`src/rtl/bias_bank_mem.sv`:
```
// Multi-bank bias store: words stream into a shadow buffer, which is then copied
// atomically into one active bank; the datapath reads a full bank combinationally.
module bias_bank_mem #(
    parameter int unsigned NUM_FEATURES    = 3,
    parameter int unsigned BIAS_DATA_WIDTH = 32,
    parameter int unsigned NUM_BANKS       = 2,
    localparam int unsigned N      = NUM_FEATURES + 1,
    localparam int unsigned BANK_W = (NUM_BANKS > 1) ? $clog2(NUM_BANKS) : 1,
    localparam int unsigned CNT_W  = $clog2(N + 1)
) (
    input  logic                              clk,
    input  logic                              rst,
    input  logic                              load_start,
    input  logic [BANK_W-1:0]                 load_bank,
    input  logic                              load_abort,
    input  logic                              wr_valid,
    output logic                              wr_ready,
    input  logic signed [BIAS_DATA_WIDTH-1:0] wr_data,
    input  logic                              commit_hold,
    output logic                              load_done,
    output logic                              load_err,
    input  logic [BANK_W-1:0]                 rd_bank,
    output logic signed [BIAS_DATA_WIDTH-1:0] bias_weights_output [N],
    output logic [NUM_BANKS-1:0]              bank_valid
);

    localparam int unsigned IDX_W = (N > 1) ? $clog2(N) : 1;
    localparam logic [BANK_W:0]  NB_LIMIT = (BANK_W + 1)'(NUM_BANKS);
    localparam logic [CNT_W-1:0] LAST_PTR = CNT_W'(N - 1);

    typedef enum logic [1:0] {
        IDLE,
        LOAD,
        COMMIT
    } state_t;

    state_t                              state_q;
    state_t                              state_d;
    logic [BANK_W-1:0]                   bank_q;
    logic [CNT_W-1:0]                    wr_ptr;
    logic signed [BIAS_DATA_WIDTH-1:0]   shadow [N];
    logic signed [BIAS_DATA_WIDTH-1:0]   active [NUM_BANKS][N];
    logic                                start_ok;
    logic                                start_bad;
    logic                                accept;
    logic                                do_commit;
    logic                                rd_ok;

    // Next-state and per-edge action decode; abort overrides both final beat and commit
    always_comb begin
        state_d   = state_q;
        start_ok  = 1'b0;
        start_bad = 1'b0;
        accept    = 1'b0;
        do_commit = 1'b0;
        case (state_q)
            IDLE: begin
                if (load_start) begin
                    if ({1'b0, load_bank} < NB_LIMIT) begin
                        start_ok = 1'b1;
                        state_d  = LOAD;
                    end else begin
                        start_bad = 1'b1;
                    end
                end
            end
            LOAD: begin
                if (load_abort) begin
                    state_d = IDLE;
                end else if (wr_valid) begin
                    accept = 1'b1;
                    if (wr_ptr == LAST_PTR) begin
                        state_d = COMMIT;
                    end
                end
            end
            COMMIT: begin
                if (load_abort) begin
                    state_d = IDLE;
                end else if (!commit_hold) begin
                    do_commit = 1'b1;
                    state_d   = IDLE;
                end
            end
            default: state_d = IDLE;
        endcase
    end

    always_ff @(posedge clk or posedge rst) begin
        if (rst) begin
            state_q    <= IDLE;
            bank_q     <= '0;
            wr_ptr     <= '0;
            wr_ready   <= 1'b0;
            load_done  <= 1'b0;
            load_err   <= 1'b0;
            bank_valid <= '0;
            for (int i = 0; i < int'(N); i++) begin
                shadow[i] <= '0;
            end
            for (int b = 0; b < int'(NUM_BANKS); b++) begin
                for (int i = 0; i < int'(N); i++) begin
                    active[b][i] <= '0;
                end
            end
        end else begin
            state_q   <= state_d;
            wr_ready  <= (state_d == LOAD);
            load_done <= do_commit;
            load_err  <= start_bad;
            if (start_ok) begin
                bank_q <= load_bank;
            end
            if (accept) begin
                shadow[IDX_W'(wr_ptr)] <= wr_data;
                wr_ptr                 <= wr_ptr + CNT_W'(1);
            end else if (state_d != LOAD) begin
                wr_ptr <= '0;
            end
            if (do_commit) begin
                for (int i = 0; i < int'(N); i++) begin
                    active[bank_q][i] <= shadow[i];
                end
                bank_valid[bank_q] <= 1'b1;
            end
        end
    end

    // Read port only ever sees committed banks; out-of-range selects read as zero
    always_comb begin
        rd_ok = ({1'b0, rd_bank} < NB_LIMIT);
        for (int i = 0; i < int'(N); i++) begin
            bias_weights_output[i] = '0;
            if (rd_ok) begin
                bias_weights_output[i] = active[rd_bank][i];
            end
        end
    end

endmodule

```
`config.mk`:
```
export PLATFORM = sky130hd
export DESIGN_NAME = bias_bank_mem
export DESIGN_NICKNAME = d
export VERILOG_FILES = /design/src/rtl/bias_bank_mem.sv
export SDC_FILE = /design/constraint.sdc
export NUM_CORES = 1
export LEC_CHECK = 0
export BUFFER_PORTS_ARGS = -buffer_cell sky130_fd_sc_hd__buf_2
export CAP_MARGIN = 20
export CORE_ASPECT_RATIO = 0.7
export CORE_MARGIN = 1.5
export CORE_UTILIZATION = 40
export DETAILED_ROUTE_END_ITERATION = 12
export PLACE_DENSITY = 0.57
export SLEW_MARGIN = 10
export SYNTH_ARGS = -nofsm -noshare
export SYNTH_HDL_FRONTEND = slang
export SYNTH_SLANG_ARGS = --single-unit
```
`constraint.sdc`:
```
create_clock -name clk -period 18.6 [get_ports clk]
set_input_delay 4.65 -clock clk [delete_from_list [all_inputs] [get_ports clk]]
set_output_delay 4.65 -clock clk [all_outputs]
set_load 0.005 [all_outputs]
```
==> results of run 1 <==
==> per-stage QoR <==
| step | instance area, µm² | cells | hold WS [ns] |
|---|---|---|---|
| 6_report | 18900 | 1734 | 0.469 |
| 4_1_cts | 18800 | 1733 | 0.475 |
| 3_3_place_gp | 17600 | 1664 | 0.445 |
| 3_5_place_dp | 17600 | 1664 | 0.459 |
| 2_1_floorplan | 16300 | 1002 | 0.454 |
| 5_1_grt | 18900 | 1734 | 0.496 |
==> registers in the layout (all words and copies together) (netlist names) <==
register    flops
wr_ptr          3
wr_ready        1
shadow        128
active        256
load_done       1
state_q         2
bank_valid      2
bank_q          1
==> worst paths after layout <==
path	from	to	cells past startpoint
min in group asynchronous	rst	active[53]	2
worst max register to register	state_q[1]	active[214]	4
worst min-delay path	bank_valid[0]	bank_valid[0]	1
max in group asynchronous	rst	shadow[39]	5
worst min register to register	bank_valid[0]	bank_valid[0]	1
worst max-delay path	rd_bank	bias_weights_output[78]	4
==> cell usage in the layout, fill, tap and decap left out, types with 5 or more instances in the layout <==
cell type	instances
sky130_fd_sc_hd__ha_1	5
sky130_fd_sc_hd__clkinv_2	8
sky130_fd_sc_hd__buf_2	170
sky130_fd_sc_hd__clkbuf_16	41
sky130_fd_sc_hd__buf_4	14
sky130_fd_sc_hd__dfrtp_1	394
sky130_fd_sc_hd__mux2_2	384
sky130_fd_sc_hd__mux2_1	129
sky130_fd_sc_hd__clkbuf_8	7
sky130_fd_sc_hd__clkbuf_1	10
==> worst max-delay path, cell delays in order <==
cell and delay [ns]:
sky130_fd_sc_hd__buf_6 0.62, sky130_fd_sc_hd__buf_4 0.72, sky130_fd_sc_hd__mux2_2 0.42, sky130_fd_sc_hd__buf_2 0.13
==> cells by family after synthesis <==
family | Yosys count | share of synthesized area
multiplexers | 514 | 0.355
AO/OA/AOI/OAI | 5 | 0.00199
other | 1 | 0.000230
adder cells (fa/ha/maj) | 5 | 0.00383
buffers and inverters | 62 | 0.0262
XOR/XNOR | 1 | 0.000537
flip-flops | 394 | 0.604
AND/OR/NAND/NOR | 20 | 0.00851
==> layout make-up <==
class	instances	area (µm²)
clock inverter	11	108
clock buffer	58	1160
fill	3618	21100
sequential	394	9860
tap	535	669
inverter	4	22.5
timing repair buffer	186	995
multi-input combinational	546	6040
==> cells in the mapped netlist (all sizes together) <==
library cell | instances | area, µm²
a21oi | 3 | 15.0
and2b | 1 | 7.51
buf | 45 | 364
clkbuf | 13 | 48.8
conb | 1 | 3.75
dfrtp | 394 | 9860
ha | 5 | 62.6
inv | 4 | 15.0
mux2 | 513 | 5780
mux2i | 1 | 10.0
nand2 | 7 | 36.3
nand2b | 2 | 12.5
nand3b | 3 | 22.5
nand4b | 1 | 8.76
nor2 | 3 | 11.3
nor4b | 1 | 23.8
nor4bb | 1 | 10.0
o41ai | 2 | 17.5
or2 | 1 | 6.26
xor2 | 1 | 8.76
==> report_power, final <==
group | switching [µW] | internal [µW] | leakage, µW | total, µW
clock | 325 | 459 | 0.000627 | 784
combinational | 51.5 | 65.2 | 0.00409 | 117
sequential | 55.4 | 932 | 0.00537 | 987
==> per-layer routing <==
metal / wire [µm] / GRT usage / vias to the layer above
met2: 16000 / 0.275 / 127
met3: 1420 / 0.0357 / 46
li1: - / - / 3933
met4: 547 / 0.0373 / 4
met1: 17100 / 0.242 / 4513
met5: 27 / 0 / -
==> results by stage, run 1 <==
Routing:
- The total wire length is 35100 µm.
- Summing over every cut layer, the via total after detailed routing is 8623.
- In the routed design, unresolved DRC markers number 0.
- The number of nets with antenna violations after routing is 0.
- After detailed routing, the average wire length per cell comes to 20.3 µm.
- The mean number of vias per cell is 4.97.
- In this run, the number of DRC markers left after iteration 0 of detailed routing was 308.
- For this run, the detailed router's first-pass iteration total came to 4.

Clock network:
- The number of setup buffers added after CTS is 0.
- The number of buffers created by CTS is 40.
- Buffers inserted to repair hold after CTS numbered 0.
- The clock sink total is 394.
- In this run the number of H-tree levels came out at 2.
- The number of buffers between clock root and the deepest sink is 3.
- TritonCTS built the clock tree.
- The clock insertion delay at the later pin of the skew report is 0.52 ns.
- The total of cells resized after clock tree synthesis is 0.
- Clock tree synthesis selected as its root buffer the cell sky130_fd_sc_hd__clkbuf_16.
- After clock tree synthesis, the clock-pin slew on the worst setup and hold paths is 0.06 ns.

GRT:
- The total grt overflow is 0.
- Entering global routing, the biggest net connects 137 pins.
- The via count of the first global-routing pass is 9345.
- Across every metal layer, demand over resource in global routing totals 0.172.
- The global-route wire length before repair is 55600 µm.
- The number of antenna violations at the first check in global routing is 2.

STA:
- Clock skew on the completed layout was measured at 0.0120 ns.
- The highest attainable clock frequency is 89.1 MHz.
- The share of the clock period used by the worst path is 0.604.
- The max-slew violation count is 0.
- Setup violations remaining at the end of the flow were counted as 0.
- The transition time of the tightest slew-check pin is 0.973 ns.
- The count of final hold-check violations was 0.
- The worst max-slew margin expressed relative to the limit is 0.351.
- Setup repair after global routing left no endpoint under its margin.
- The final setup TNS is 0 ns.
- The worst path setup slack after routing is 7.37 ns.
- The minimum period implied by the final worst setup slack is 11.23 ns.

Yosys:
- The synthesized netlist cell count is 1002.
- The count of yosys warnings during synthesis is 0.
- After synthesis, the mean cell area works out to 16.3 µm².
- The synthesized net count is 1047.
- Of the synthesized area, sequential elements account for 0.604.
- The count of different cell masters after synthesis is 25.
- In this run, synthesis produced a sequential element count of 394.
- The netlist area before placement is 16300 µm².

Pwr:
- The total power draw is 1890 µW.
- The worst vdd rail ir drop is 60.1 µV.
- In this run the static leakage power is 0.0101 µW.
- Power spread over the standard cell area amounts to 100 nW/µm².

Floorplanning:
- The top-level port count is 173.
- The floorplan step defined a die boundary enclosing 42000 µm².
- In this run the standard cell core region covers 40000 µm².
- The initial core utilization is 0.408.
- The floorplan step set the die height to 172 µm.
- The floorplan has 61 rows.
- The overall die width is 244 µm.

Placed design:
- Once detailed placement completed, the half-perimeter wirelength came to 21500 µm.
- The routability-driven placement congestion ratio is 0.722.
- The post-place setup slack is 7.32 ns.
- The number of buffers added on ports is 171.

Worst setup path:
- The kind of critical path is in2out.
- STA puts the critical path data required time at 13.95 ns.
- The maximum fanout count along the critical path is 75.
- The endpoint class of the critical path is an output pin.
- STA puts the critical path data arrival time at 6.58 ns.
- The type of element launching the critical path is an input pin.
- The minimum setup slack among reg-to-reg paths is 15.79 ns.

Flow run:
- The number of max-cap violations is 0.

Layout:
- The growth of design area from synthesis to finish is 15.5%.
- The total inserted antenna cells is 0.
- The core occupancy in the finished layout is 0.471.
- The fraction of final layout cells with drive strength greater than 1 is 0.532.
- The number of nets in the finished design is 1217.

Min path:
- The type of the tightest min-delay check is reg2reg.

Run status:
- The run finished with clean final reports.
No activity file was read; power rests on OpenSTA's default activity.
==> run 2: changes to the inputs <==
Settings changed: ABC_AREA set to 1.
Clock period 18.6 ns to 10.6 ns, I/O delays scaled along.
==> results by stage, run 2 <==
Layout:
- The core occupancy in the finished layout is 0.462 (was 0.471).
- The flip-flop count of the largest register after layout is 256 (unchanged).
- The register with the most flip-flops is active (unchanged).
- The number of filler cells placed in the layout came to 4092 (was 3618).
- The fraction of final layout cells with drive strength greater than 1 was 0.128 (was 0.532).
- The number of nets in the finished design came to 2127 (was 1217).
- The register cell area after layout is 9860 µm² (unchanged).
- The growth of design area from synthesis to finish is 13.4% (was 15.5%).
- Registers with the highest flip-flop counts: active: 256 flops, shadow: 128 flops, wr_ptr: 3 flops (unchanged).
- The leading cell type in the layout, fill and taps excluded is sky130_fd_sc_hd__nand2_1 (was sky130_fd_sc_hd__dfrtp_1).
- Most frequent cells in the layout: sky130_fd_sc_hd__nand2_1, sky130_fd_sc_hd__dfrtp_1, sky130_fd_sc_hd__o21ai_0 (was sky130_fd_sc_hd__dfrtp_1, sky130_fd_sc_hd__mux2_2, sky130_fd_sc_hd__buf_2).
- The multi-input gate area in the final layout is 5450 µm² (was 6040 µm²).
- The total inserted antenna cells is 0 (unchanged).

Routing:
- The total wire length was 45400 µm (was 35100 µm).
- The violation count after the first detailed-route iteration is 1048 (was 308).
- The number of nets with antenna violations after routing is 0 (unchanged).
- The average detailed-routed wire length per instance is 17.1 µm (was 20.3 µm).
- The total iterations of the first detailed-routing run is 5 (was 4).
- The total DRC errors in the routed layout is 0 (unchanged).
- The mean number of vias per cell is 4.75 (was 4.97).
- The total vias in the final route was 12600 (was 8623).

Yosys:
- The synthesized net count is 2014 (was 1047).
- The synthesized area per cell is 8.50 µm² (was 16.3 µm²).
- Top cells by instance count after synthesis: sky130_fd_sc_hd__nand2_1, sky130_fd_sc_hd__dfrtp_1, sky130_fd_sc_hd__o21ai_0 (was sky130_fd_sc_hd__dfrtp_1, sky130_fd_sc_hd__mux2_2, sky130_fd_sc_hd__mux2_1).
- The most instantiated flip-flop cell in the synthesis netlist was sky130_fd_sc_hd__dfrtp_1 (unchanged).
- The part of the Yosys area used for sequential elements was 0.589 (was 0.604).
- The dominant cell by count in the synthesized netlist is sky130_fd_sc_hd__nand2_1 (was sky130_fd_sc_hd__dfrtp_1).
- The cell accounting for the most synthesized area is sky130_fd_sc_hd__dfrtp_1 (unchanged).
- The synthesized netlist cell count is 1969 (was 1002).
- The netlist area before placement came to 16700 µm² (was 16300 µm²).
- The count of yosys warnings during synthesis is 0 (unchanged).
- The synthesis-stage register bit count is 394 (unchanged).
- The count of different cell masters after synthesis was 21 (was 25).
- Largest cells by area after synthesis: sky130_fd_sc_hd__dfrtp_1, sky130_fd_sc_hd__nand2_1, sky130_fd_sc_hd__o21ai_0, sky130_fd_sc_hd__buf_6, sky130_fd_sc_hd__inv_1 (was sky130_fd_sc_hd__dfrtp_1, sky130_fd_sc_hd__mux2_2, sky130_fd_sc_hd__mux2_1, sky130_fd_sc_hd__buf_6, sky130_fd_sc_hd__buf_2).
- The number of enable flip-flop cells after synthesis is 0 (unchanged).
- The share of flip-flops with an asynchronous set or reset after synthesis is 1.00 (unchanged).
- The top cell type's share of synthesized area was 0.589 (was 0.604).

Worst setup path:
- The start point of the critical path is rd_bank (unchanged).
- The arrival time reported for the critical path endpoint came to 4.53 ns (was 6.58 ns).
- The endpoint class of the critical path is an output pin (unchanged).
- The destination of the worst register-to-register timing path is active[50] (was active[214]).
- The minimum setup slack among reg-to-reg paths is 7.69 ns (was 15.79 ns).
- The highest cell delay on the worst timing path is 0.77 ns (was 0.72 ns).
- The launch instance of the worst register-to-register path is state_q[1] (unchanged).
- The depth of the most critical reg-to-reg path is 9 (was 4).
- The worst path required time was 7.95 ns (was 13.95 ns).
- List of cells traversed by the critical path: clkbuf_8 -> buf_4 -> o21ai_0 -> buf_2 (was buf_6 -> buf_4 -> mux2_2 -> buf_2).
- The cell with the largest stage delay on the worst path is sky130_fd_sc_hd__clkbuf_8 (was sky130_fd_sc_hd__buf_4).
- The type of element launching the critical path is an input pin (unchanged).
- The maximum fanout count along the critical path is 182 (was 75).
- The kind of critical path is in2out (unchanged).

Clock network:
- The cell chosen for the clock root is sky130_fd_sc_hd__clkbuf_16 (unchanged).
- The post-CTS setup buffer count came to 0 (unchanged).
- The clock sink total came to 394 (unchanged).
- The total of cells resized after clock tree synthesis is 0 (unchanged).
- The clock tree from TritonCTS was built (unchanged).
- The number of buffers created by CTS is 42 (was 40).
- The clock insertion delay at the later pin of the skew report came to 0.55 ns (was 0.52 ns).
- The number of buffers between clock root and the deepest sink is 3 (unchanged).
- The hold buffer count at CTS is 0 (unchanged).
- The post-CTS clock slew at the launch and capture registers of the worst setup and hold paths is 0.06 ns (about the same).
- The maximum level of the CTS H-tree came to 2 (unchanged).

Min path:
- The type of the tightest min-delay check is reg2reg (unchanged).
- The worst hold path startpoint is bank_valid[0] (unchanged).
- The worst min-delay path endpoint is bank_valid[0] (unchanged).
- The cell depth of the worst min-delay path was 1 (unchanged).

Run status:
- Outcome: completed (unchanged).

GRT:
- The global-route wire length before repair was 71200 µm (was 55600 µm).
- The total grt overflow is 0 (unchanged).
- The maximum number of pins on one net before global-route repair is 258 (was 137).
- The global-route usage over all layers is 0.216 (was 0.172).
- The number of antenna violations at the first check in global routing came to 3 (was 2).
- The via count of the first global-routing pass was 12100 (was 9345).

STA:
- For this run, the top clock speed supported by timing is 139 MHz.
- The count of final hold-check violations came to 0 (unchanged).
- The worst slack on hold paths is 0.462 ns (was 0.469 ns).
- The worst max-slew margin expressed relative to the limit is 0.272 (was 0.351).
- The worst clock skew on the final layout is 0.0179 ns (was 0.0120 ns).
- The smallest clock period supported by the final layout is computed as 7.18 ns.
- RSZ-0062 raised after global routing: false (unchanged).
- The final setup violation count was 0 (unchanged).
- The share of the clock period used by the worst path is 0.677.
- The max-slew violation count is 0 (unchanged).
- The final setup TNS is 0 ns (unchanged).
- The transition time of the tightest slew-check pin is 1.09 ns (was 0.973 ns).

Placed design:
- The number of buffers added on ports is 171 (unchanged).
- The post-detailed-placement half-perimeter wirelength is 27100 µm (was 21500 µm).
- The routability-driven placement congestion ratio is 0.770 (was 0.722).

Flow run:
- The number of max-cap violations is 0 (unchanged).

Pwr:
- The power density normalized to cell area is 184 nW/µm² (was 100 nW/µm²).
- The static power due to leakage came to 0.0102 µW (was 0.0101 µW).
- The worst vdd rail ir drop is 114 µV (was 60.1 µV).

Floorplanning:
- The initial core utilization was 0.407 (was 0.408).
- The count of standard-cell rows came to 62 (was 61).
- The overall die width is 247 µm (was 244 µm).
- The total die area came to 43100 µm² (was 42000 µm²).
- The placeable core region came to 41100 µm² (was 40000 µm²).
- The floorplan die height is 174 µm (was 172 µm).
- The top-level port count is 173 (unchanged).
## run 2: cell count changes after synthesis, moves of 6 or more
cell and change:
sky130_fd_sc_hd__o21ai_0 +257, sky130_fd_sc_hd__buf_6 +29, sky130_fd_sc_hd__mux2_1 -129, sky130_fd_sc_hd__inv_1 +135
sky130_fd_sc_hd__nand3_1 +6, sky130_fd_sc_hd__nor2_4 +7, sky130_fd_sc_hd__buf_4 +12, sky130_fd_sc_hd__buf_2 +10
sky130_fd_sc_hd__nand2_1 +1030, sky130_fd_sc_hd__mux2_2 -384
## run 2: cells by family (layout without fill, tap and decap cells)
family	Yosys count	after routing	synth area share
compound gates	259	259	0.0775
flops	394	394	0.589
fa+ha+maj	5	5	0.00374
other cells	1	1	0.000224
simple gates	1058	1058	0.244
buf+inv	252	398	0.0850
## run 2: worst max-delay path: cells and delay by family
family | cells | cell delay, ns
buffers and inverters | 3 | 1.59
AOI/OAI and AO/OA | 1 | 0.22
## run 2: power by group
| part | switching, µW | internal, µW |
|---|---|---|
| logic | 165 | 78.3 |
| clock network | 600 | 936 |
| registers | 98.7 | 1620 |
| total | 863 | 2640 |
## run 2: worst max-delay path by stage
| stage | endpoint | slack (ns) | cells past startpoint |
|---|---|---|---|
| finish | bias_weights_output[2] | 3.42 | 4 |
| global route | bias_weights_output[99] | 3.14 | 5 |
| CTS | bias_weights_output[88] | 3.37 | 4 |
| detailed placement | bias_weights_output[88] | 3.37 | 4 |
| global placement | bias_weights_output[79] | 3.44 | 4 |
| floorplan | active[0] | 2.65 | 1 |
## run 2: routing by layer
layer	vias up	share of wire	GRT usage
met1	6006	0.49	0.329
met3	62	0.059	0.0349
met4	0	0.020	0.0528
met2	328	0.43	0.318
met5	-	0	0
li1	6228	-	-
## run 2: area by class of cell
| cell class | count | share of cell area |
|---|---|---|
| inverters | 143 | 0.0289 |
| multi-input cells | 1323 | 0.287 |
| repair buffers | 178 | 0.0510 |
| clock inverters | 13 | 0.00765 |
| flip-flops and latches | 394 | 0.520 |
| clock buffers | 64 | 0.0699 |
| well taps | 544 | 0.0359 |
## run 2: metrics by stage
step | power [µW] | std cells | area, µm² | setup WS (ns)
after floorplan | 1880 | 1969 | 16700 | 2.65
after global placement | 1990 | 2582 | 17500 | 3.44
after detailed placement | 1990 | 2582 | 17500 | 3.37
after CTS | 3540 | 2659 | 19000 | 3.37
after global routing | 3660 | 2659 | 19000 | 3.14
final | 3500 | 2659 | 19000 | 3.42
